<file path="src/rtl/tiny_soc_pkg.sv">
// Shared definitions for the tiny accumulator SoC: opcodes, program-memory
// FSM states and the built-in default program image.
package tiny_soc_pkg;

  localparam int unsigned OPC_W = 4;

  localparam logic [OPC_W-1:0] OP_NOP  = 4'h0;
  localparam logic [OPC_W-1:0] OP_LDI  = 4'h1;
  localparam logic [OPC_W-1:0] OP_ADDI = 4'h2;
  localparam logic [OPC_W-1:0] OP_SUBI = 4'h3;
  localparam logic [OPC_W-1:0] OP_JZ   = 4'h5;
  localparam logic [OPC_W-1:0] OP_OUT  = 4'h6;

  typedef enum logic [1:0] {
    ST_BOOT = 2'd0,
    ST_RUN  = 2'd1,
    ST_LOAD = 2'd2
  } state_t;

  // Default program: LDI 5; ADDI 1; SUBI 1; JZ 3; OUT 8; NOP. Zero elsewhere.
  function automatic logic [7:0] boot_word(input int unsigned addr);
    logic [7:0] word;
    word = 8'h00;
    case (addr)
      0:       word = {OP_LDI,  4'h5};
      1:       word = {OP_ADDI, 4'h1};
      2:       word = {OP_SUBI, 4'h1};
      3:       word = {OP_JZ,   4'h3};
      4:       word = {OP_OUT,  4'h8};
      5:       word = {OP_NOP,  4'h0};
      default: word = 8'h00;
    endcase
    return word;
  endfunction

endpackage

</file>
<file path="src/rtl/tiny_boot_image.sv">
// Combinational lookup of the default program image, resized to DATA_W
// (zero-extended or truncated to the low bits).
module tiny_boot_image
  import tiny_soc_pkg::*;
#(
  parameter int unsigned DATA_W = 8,
  parameter int unsigned ADDR_W = 8
) (
  input  logic [ADDR_W-1:0] addr,
  output logic [DATA_W-1:0] data_c
);

  always_comb data_c = DATA_W'(boot_word(32'(addr)));

endmodule

</file>
<file path="src/rtl/tiny_prog_mem.sv">
// Loadable program memory: boot copy of the default image, registered
// fetch port, byte-stream loader. Define TINY_PROG_MEM_CSUM_EN to require a
// trailing checksum word on every load.
module tiny_prog_mem
  import tiny_soc_pkg::*;
#(
  parameter int unsigned DATA_W = 8,
  parameter int unsigned ADDR_W = 8,
  parameter int unsigned DEPTH  = 256
) (
  input  logic              clk,
  input  logic              rst_n,
  input  logic              fetch_en,
  input  logic [ADDR_W-1:0] fetch_addr,
  output logic [DATA_W-1:0] fetch_data,
  output logic              fetch_valid,
  input  logic              ld_start,
  input  logic [ADDR_W:0]   ld_len,
  input  logic              ld_valid,
  input  logic [DATA_W-1:0] ld_data,
  output logic              ld_ready,
  output logic              ld_done,
  output logic              ld_err,
  output logic              busy
);

  localparam int unsigned CNT_W = ADDR_W + 1;
  localparam int unsigned IDX_W = (DEPTH > 1) ? $clog2(DEPTH) : 1;
  localparam logic [CNT_W-1:0] DEPTH_C = CNT_W'(DEPTH);
  localparam logic [CNT_W-1:0] LAST_C  = CNT_W'(DEPTH - 1);

  logic [DATA_W-1:0] mem [DEPTH];

  state_t            state_q, state_d;
  logic [CNT_W-1:0]  cnt_q, cnt_d;
  logic [CNT_W-1:0]  len_q, len_d;
  logic [CNT_W-1:0]  eff_len;
  logic [DATA_W-1:0] fetch_data_d;
  logic              fetch_valid_d, ld_ready_d, ld_done_d, ld_err_d, busy_d;
  logic              we;
  logic [IDX_W-1:0]  waddr;
  logic [DATA_W-1:0] wdata;
  logic [ADDR_W-1:0] boot_addr;
  logic [DATA_W-1:0] boot_data_c;
`ifdef TINY_PROG_MEM_CSUM_EN
  logic [DATA_W-1:0] sum_q, sum_d;
`endif

  assign boot_addr = ADDR_W'(cnt_q);

  tiny_boot_image #(
    .DATA_W (DATA_W),
    .ADDR_W (ADDR_W)
  ) u_boot_image (
    .addr   (boot_addr),
    .data_c (boot_data_c)
  );

  // Single write port, shared by the boot copy and the loader.
  always_ff @(posedge clk) begin
    if (we) mem[waddr] <= wdata;
  end

  always_ff @(posedge clk or negedge rst_n) begin
    if (!rst_n) begin
      state_q     <= ST_BOOT;
      cnt_q       <= '0;
      len_q       <= '0;
      fetch_data  <= '0;
      fetch_valid <= 1'b0;
      ld_ready    <= 1'b0;
      ld_done     <= 1'b0;
      ld_err      <= 1'b0;
      busy        <= 1'b1;
`ifdef TINY_PROG_MEM_CSUM_EN
      sum_q       <= '0;
`endif
    end else begin
      state_q     <= state_d;
      cnt_q       <= cnt_d;
      len_q       <= len_d;
      fetch_data  <= fetch_data_d;
      fetch_valid <= fetch_valid_d;
      ld_ready    <= ld_ready_d;
      ld_done     <= ld_done_d;
      ld_err      <= ld_err_d;
      busy        <= busy_d;
`ifdef TINY_PROG_MEM_CSUM_EN
      sum_q       <= sum_d;
`endif
    end
  end

  always_comb begin
    state_d       = state_q;
    cnt_d         = cnt_q;
    len_d         = len_q;
    fetch_data_d  = fetch_data;
    fetch_valid_d = 1'b0;
    ld_err_d      = ld_err;
    we            = 1'b0;
    waddr         = IDX_W'(cnt_q);
    wdata         = boot_data_c;
    eff_len       = (ld_len == '0) ? DEPTH_C : ld_len;
`ifdef TINY_PROG_MEM_CSUM_EN
    sum_d         = sum_q;
`endif

    case (state_q)
      ST_BOOT: begin
        we = 1'b1;
        if (cnt_q == LAST_C) begin
          state_d = ST_RUN;
          cnt_d   = '0;
        end else begin
          cnt_d = cnt_q + CNT_W'(1);
        end
      end

      ST_RUN: begin
        if (fetch_en) begin
          fetch_valid_d = 1'b1;
          fetch_data_d  = (CNT_W'(fetch_addr) < DEPTH_C) ? mem[IDX_W'(fetch_addr)] : '0;
        end
        if (ld_start) begin
          if (eff_len > DEPTH_C) begin
            ld_err_d = 1'b1;
          end else begin
            state_d  = ST_LOAD;
            cnt_d    = '0;
            len_d    = eff_len;
            ld_err_d = 1'b0;
`ifdef TINY_PROG_MEM_CSUM_EN
            sum_d    = '0;
`endif
          end
        end
      end

      ST_LOAD: begin
        wdata = ld_data;
        if (ld_valid) begin
`ifdef TINY_PROG_MEM_CSUM_EN
          // Data words first, then one checksum word that is never stored.
          if (cnt_q < len_q) begin
            we    = 1'b1;
            sum_d = sum_q + ld_data;
            cnt_d = cnt_q + CNT_W'(1);
          end else begin
            if (DATA_W'(sum_q + ld_data) != '0) ld_err_d = 1'b1;
            state_d = ST_RUN;
            cnt_d   = '0;
          end
`else
          we = 1'b1;
          if (cnt_q == len_q - CNT_W'(1)) begin
            state_d = ST_RUN;
            cnt_d   = '0;
          end else begin
            cnt_d = cnt_q + CNT_W'(1);
          end
`endif
        end
      end

      default: state_d = ST_BOOT;
    endcase

    ld_done_d  = (state_q == ST_LOAD) && (state_d == ST_RUN);
    ld_ready_d = (state_d == ST_LOAD);
    busy_d     = (state_d != ST_RUN);
  end

endmodule

</file>
<file path="config.mk">
export PLATFORM = sky130hd
export DESIGN_NAME = tiny_prog_mem
export DESIGN_NICKNAME = d
export VERILOG_FILES = /design/src/rtl/tiny_soc_pkg.sv /design/src/rtl/tiny_boot_image.sv /design/src/rtl/tiny_prog_mem.sv
export SDC_FILE = /design/constraint.sdc
export NUM_CORES = 2
export LEC_CHECK = 0
export ABC_AREA = 1
export CAP_MARGIN = 20
export CORE_MARGIN = 3
export CORE_UTILIZATION = 60
export CTS_BUF_LIST = sky130_fd_sc_hd__clkbuf_4
export DETAILED_ROUTE_END_ITERATION = 10
export DONT_BUFFER_PORTS = 1
export GPL_ROUTABILITY_DRIVEN = 0
export PLACE_DENSITY_LB_ADDON = 0.05
export SLEW_MARGIN = 20
export SYNTH_ARGS = -nofsm -noshare
export SYNTH_HDL_FRONTEND = slang
export SYNTH_SLANG_ARGS = --single-unit
</file>
<file path="constraint.sdc">
create_clock -name clk -period 20.1 [get_ports clk]
set_clock_uncertainty 0.1 [all_clocks]
set_input_delay 4.02 -clock clk [delete_from_list [all_inputs] [get_ports clk]]
set_output_delay 4.02 -clock clk [all_outputs]
set_load 0.02 [all_outputs]
</file>
# After elaboration in Yosys (flattened, before gate mapping)
# Memories as Yosys holds them, arrays and structs flattened. A register that Yosys moved wholly into a read port is not among the register bits.
# Index checks and enable logic that the tools add are counted.
# W data, S select, Z words.
[op_classes] add_sub_neg=2 order_cmp=1 eq_ne=14 mux=22 bitwise=1 reduce_logical=10
[op_table] cell="$mux W9" n=6
[op_table] cell="$pmux W7 S5" n=1
[op_table] cell="$pmux W9 S3" n=1
[op_table] cell="$eq A8 B2 Y1 const B" n=2
[op_table] cell="$mux W2" n=5
[op_table] cell="$add A9 B1 Y9 const B" n=1
[op_table] cell="$eq A9 B8 Y1 const B" n=1
[op_table] cell="$eq A9 B9 Y1" n=1
[op_table] cell="$gt A9 B9 Y1 const B" n=1
[op_table] cell="$logic_not A9 Y1" n=1
[op_table] cell="$sub A9 B1 Y9 const B" n=1
[op_table] cell="$eq A8 B1 Y1 const B" n=1
[op_table] cell="$eq A8 B3 Y1 const B" n=1
[op_table] cell="$logic_not A8 Y1" n=1
[op_table] cell="$mux W8" n=1
[op_table] cell="$mux W1" n=6
[op_table] cell="$ne A2 B2 Y1 const B" n=3
[op_table] cell="$pmux W2 S3" n=1
[op_table] cell="$eq A2 B1 Y1 const B" n=2
[op_table] cell="$eq A2 B2 Y1 const B" n=2
[op_table] cell="$reduce_and A2 Y1" n=2
[op_table] cell="$reduce_and A4 Y1" n=1
[op_table] cell="$reduce_and A3 Y1" n=1
[op_table] cell="$reduce_bool A3 Y1" n=1
[op_table] cell="6 further kinds" n=6
[word_totals] ff_bits=25 ramBits=2048 in_bits=30 output_inout_bits=13 word_cells=59 memories=1
[memory_table] name="mem" depth=256 width=8 read_ports=1 rd_ports_with_merged_regs=1 write_ports=1 line_no="tiny_prog_mem.sv:32" source="logic [DATA_W-1:0] mem [DEPTH];"

# Logic depth before layout (Yosys ltp)
[logic_depth] word_depth=8 mapped_depth=15 mapped_depth_nobuf=15

# By module
# A second synthesis with hierarchy kept.
[unflattened] hier_cells=7224 hier_area_um2=85096.6
[by_module_without_submodules] module="tiny_prog_mem" instances=1 cells_each=7200 area_per_inst_um2=84946.5 seq_area_each_um2=62326.0
[by_module_without_submodules] module="tiny_boot_image" instances=1 cells_each=24 area_per_inst_um2=150.1 seq_area_each_um2=0.0

# Worst setup path after synthesis
# OpenSTA, ideal clock, no wires.
[synth_timing] path_type="register to register" from="reg state_q[0]" to="mem mem[0][0] (data pin)" setup_time_ns=3.367 t_arrival_ns=17.138 t_required_ns=16.633 setup_slack_ns=-0.505 stages_incl_launch_ff=6 path_buffers=2 period_less_slack_ns=20.605 cell_sequence="dfrtp_1 -> inv_1 -> ha_1 -> clkbuf_2 -> clkbuf_1 -> o311ai_0"
[synth_via] elab_chain_len=2
[synth_lines] element="start: declaration" line_no="tiny_prog_mem.sv:34" source="state_t state_q, state_d;"
[synth_lines] element="start signal: assignment" line_no="tiny_prog_mem.sv:79" source="state_q <= state_d;"
[synth_lines] element="$eq A2 B2 Y1" line_no="tiny_prog_mem.sv:109" source="case (state_q)"
[synth_lines] element="$mux W8" line_no="tiny_prog_mem.sv:109"
[synth_lines] element="via wdata[0]" line_no="tiny_prog_mem.sv:42" source="logic [DATA_W-1:0] wdata;"
[synth_lines] element="end: declaration" line_no="tiny_prog_mem.sv:32"
# The timed path passes the listed nets, and every way through them passes these cells.

==> metrics.csv <==
metric,value,unit
outcome,finished with violations,
violations,slew limit,
die_w,382,um
cap_violations,0,
max-vdd-ir-drop,0.0709,mV
grt_usage,31.9,%
vias,57573,
via_per_inst,6.02,
grt_busiest_layer,met2,
cts.sinks,2081,
ys_ff_latch,2081,
cpMostUsedCell,nand3_1,
slew_violations,294,
drtAntennaViolNets,0,
p_per_area,93.2,nW/um^2
final_common_cell,nand2_1,
fin_crit_sh,37.7,%
preCtsSetupSlack,11.92,ns
setup_violations,0,
layout_common_cells,"2,140 x nand2_1, 2,062 x nand3_1, 2,048 x edfxtp_1",
met2_usage,46.8,%
initial_utilization,60.7,%
avgSynthCellArea,11.8,sq um
gr-usage-met1,45.6,%
numCtsBuffers,553,
area_growth,8.45,%
use_met3,9.21,%
ctsHtreeMaxLevel,6,
grt_pass1_wl,348000,um
clkPwrFrac,40.7,%
synth-seq-area-share,73.3,%
post_drt_wl_per_cell,24.5,um
critPathMaxFanout,232,
p_comb_share,4.7,%
utilization,65.8,%
pwr-share-seq,54.6,%
rows,137,
drive_gt1_share,11.9,%
final-instance-count-excl-fill,9559,
synth_area,85000,sq um
crit_path_max_incr_delay,0.86,ns
die_height,382,um
grt_pass1_vias,55044,
synth_cell_types,34,
slew_headroom,-67.9,%
finalWirelength,234000,um
yosysWarnings,0,
drc,0,
syn_nets,7254,
clkSlewWorstSetupHoldPaths,0.07,ns
dpl.hpwl,119000,um
cp-start-kind,input pin,
arrival,8.72,ns
clk_latency,1.28,ns
root_buffer,clkbuf_4,
fmax,132,MHz
end_kind,register,
setup_ws,12.52,ns
p_int,6.66,mW
antenna_found_initial,8,
switching_share,22.5,%
ios,43,
cp_slowest_cell,buf_4,
fp.coreArea,140000,sq um
port_buffers,0,
finalHoldViolations,0,
dr.first_iter.drc_count,6899,
required,21.24,ns
ctsHoldBuffers,0,
leakage,31.7,nW
ctsResizeCount,0,
grt_max_degree,1026,
dp.cells,8651,
final_nets,7377,
final.min_clock_period,7.58,ns
grt_overflow,0,
rsz0062_at_grt,false,
crit_type,input pin to register,
dieArea,146000,sq um
drtPass1Iterations,6,
postSynthCellCount,7213,
worst_pin_slew,2.52,ns
tns,0,ns
crit_chain,buf_16 -> inv_16 -> buf_4 -> buf_12 -> nand2_1 -> nand3_1 -> nand3_1 -> nand3_1 -> nand3_1 -> nand3_1 -> nand3_1 -> nand3_1 -> nand3_1 -> nand2_1,
postCtsSetupBuffers,0,
p_switching,1.93,mW
cts_buffer_depth,4,
cts_tree,done,
min_path_type,register to register,
-- path summary, 6_finish.rpt --
check / from / endpoint / slack, ns / depth (start not counted)
max reg2reg: cnt_q[7] / mem[44][2] / 15.00 / 7
min: len_q[5] / len_q[5] / 0.46 / 2
min reg2reg: len_q[5] / len_q[5] / 0.46 / 2
min in group asynchronous: rst_n / fetch_data[0] / 2.31 / 0
max: fetch_addr[0] / fetch_data[5] / 12.52 / 14
max in group asynchronous: rst_n / busy / 17.36 / 0
-- Yosys cell counts (all sizes together) --
cell type / n / area [sq um]
xnor3: 1 / 22.5
o31ai: 1 / 7.51
a21oi: 8 / 40.0
o211ai: 1 / 7.51
nor2: 289 / 1080
nand2: 2150 / 8070
or2: 3 / 18.8
dfstp: 1 / 26.3
nand3: 2066 / 10300
clkbuf: 102 / 384
o311ai: 2 / 17.5
xnor2: 4 / 35.0
dfrtp: 32 / 801
ha: 11 / 138
nor3: 9 / 45.0
a22oi: 1 / 7.51
o21ai: 19 / 95.1
buf: 389 / 2030
nand4: 9 / 56.3
clkinv: 3 / 11.3
xor2: 6 / 52.6
edfxtp: 2048 / 61500
inv: 56 / 213
a31oi: 2 / 12.5
-- area by class of cell --
type                            instances  area (sq um)
Sequential cell                      2081         62300
Fill cell                           10821         47800
Multi-Input combinational cell       4582         20200
Clock buffer                          803          6030
Tap cell                             1876          2350
Timing Repair Buffer                   59           631
Clock inverter                         92           430
Inverter                               59           263
Antenna cell                            7          17.5
-- stage by stage --
| step | total power [mW] | hold WS, ns | instance area (sq um) |
|---|---|---|---|
| after floorplan | 5.09 | 0.384 | 85000 |
| after global placement | 5.13 | 0.437 | 85600 |
| after detailed placement | 5.14 | 0.447 | 85600 |
| after CTS | 8.60 | 0.463 | 92000 |
| after global routing | 8.92 | 0.486 | 92200 |
| final | 8.59 | 0.455 | 92200 |
-- metal layers --
layer  up-vias  routed length (um)
met5         -                  25
met4         4                7560
met3       435               27300
met2      3210              106000
met1     27770               93600
li1      26154                   -
-- sequential cells by signal, indices dropped and copies added (netlist names) --
| register | flops |
|---|---|
| state_q | 2 |
| fetch_valid | 1 |
| ld_err | 1 |
| fetch_data | 8 |
| cnt_q | 9 |
| ld_ready | 1 |
| mem | 2048 |
| len_q | 9 |
| busy | 1 |
| ld_done | 1 |
-- worst max-delay path: cells and delay by family --
family,cells,cell delay [ns]
and+or+nand+nor,10,1.68
buffers and inverters,4,2.55
-- power by group through the flow --
stage               clock (mW)  sequential, mW  combinational [mW]
finish                    3.50            4.69               0.404
global route              3.79            4.69               0.441
CTS                       3.55            4.69               0.357
detailed placement           0            4.78               0.356
global placement             0            4.78               0.351
floorplan                    0            4.78               0.304
-- cell families (layout without fill, tap and decap cells) --
| group | after synthesis | in the layout | share of synthesized area, % |
|---|---|---|---|
| compound gates | 34 | 34 | 0.221 |
| xor+xnor | 11 | 11 | 0.130 |
| fa+ha+maj | 11 | 11 | 0.162 |
| buf+inv | 550 | 1013 | 3.11 |
| flops | 2081 | 2081 | 73.3 |
| other cells | 0 | 7 | 0 |
| simple gates | 4526 | 4526 | 23.1 |
(Power assumes the default switching activity.)
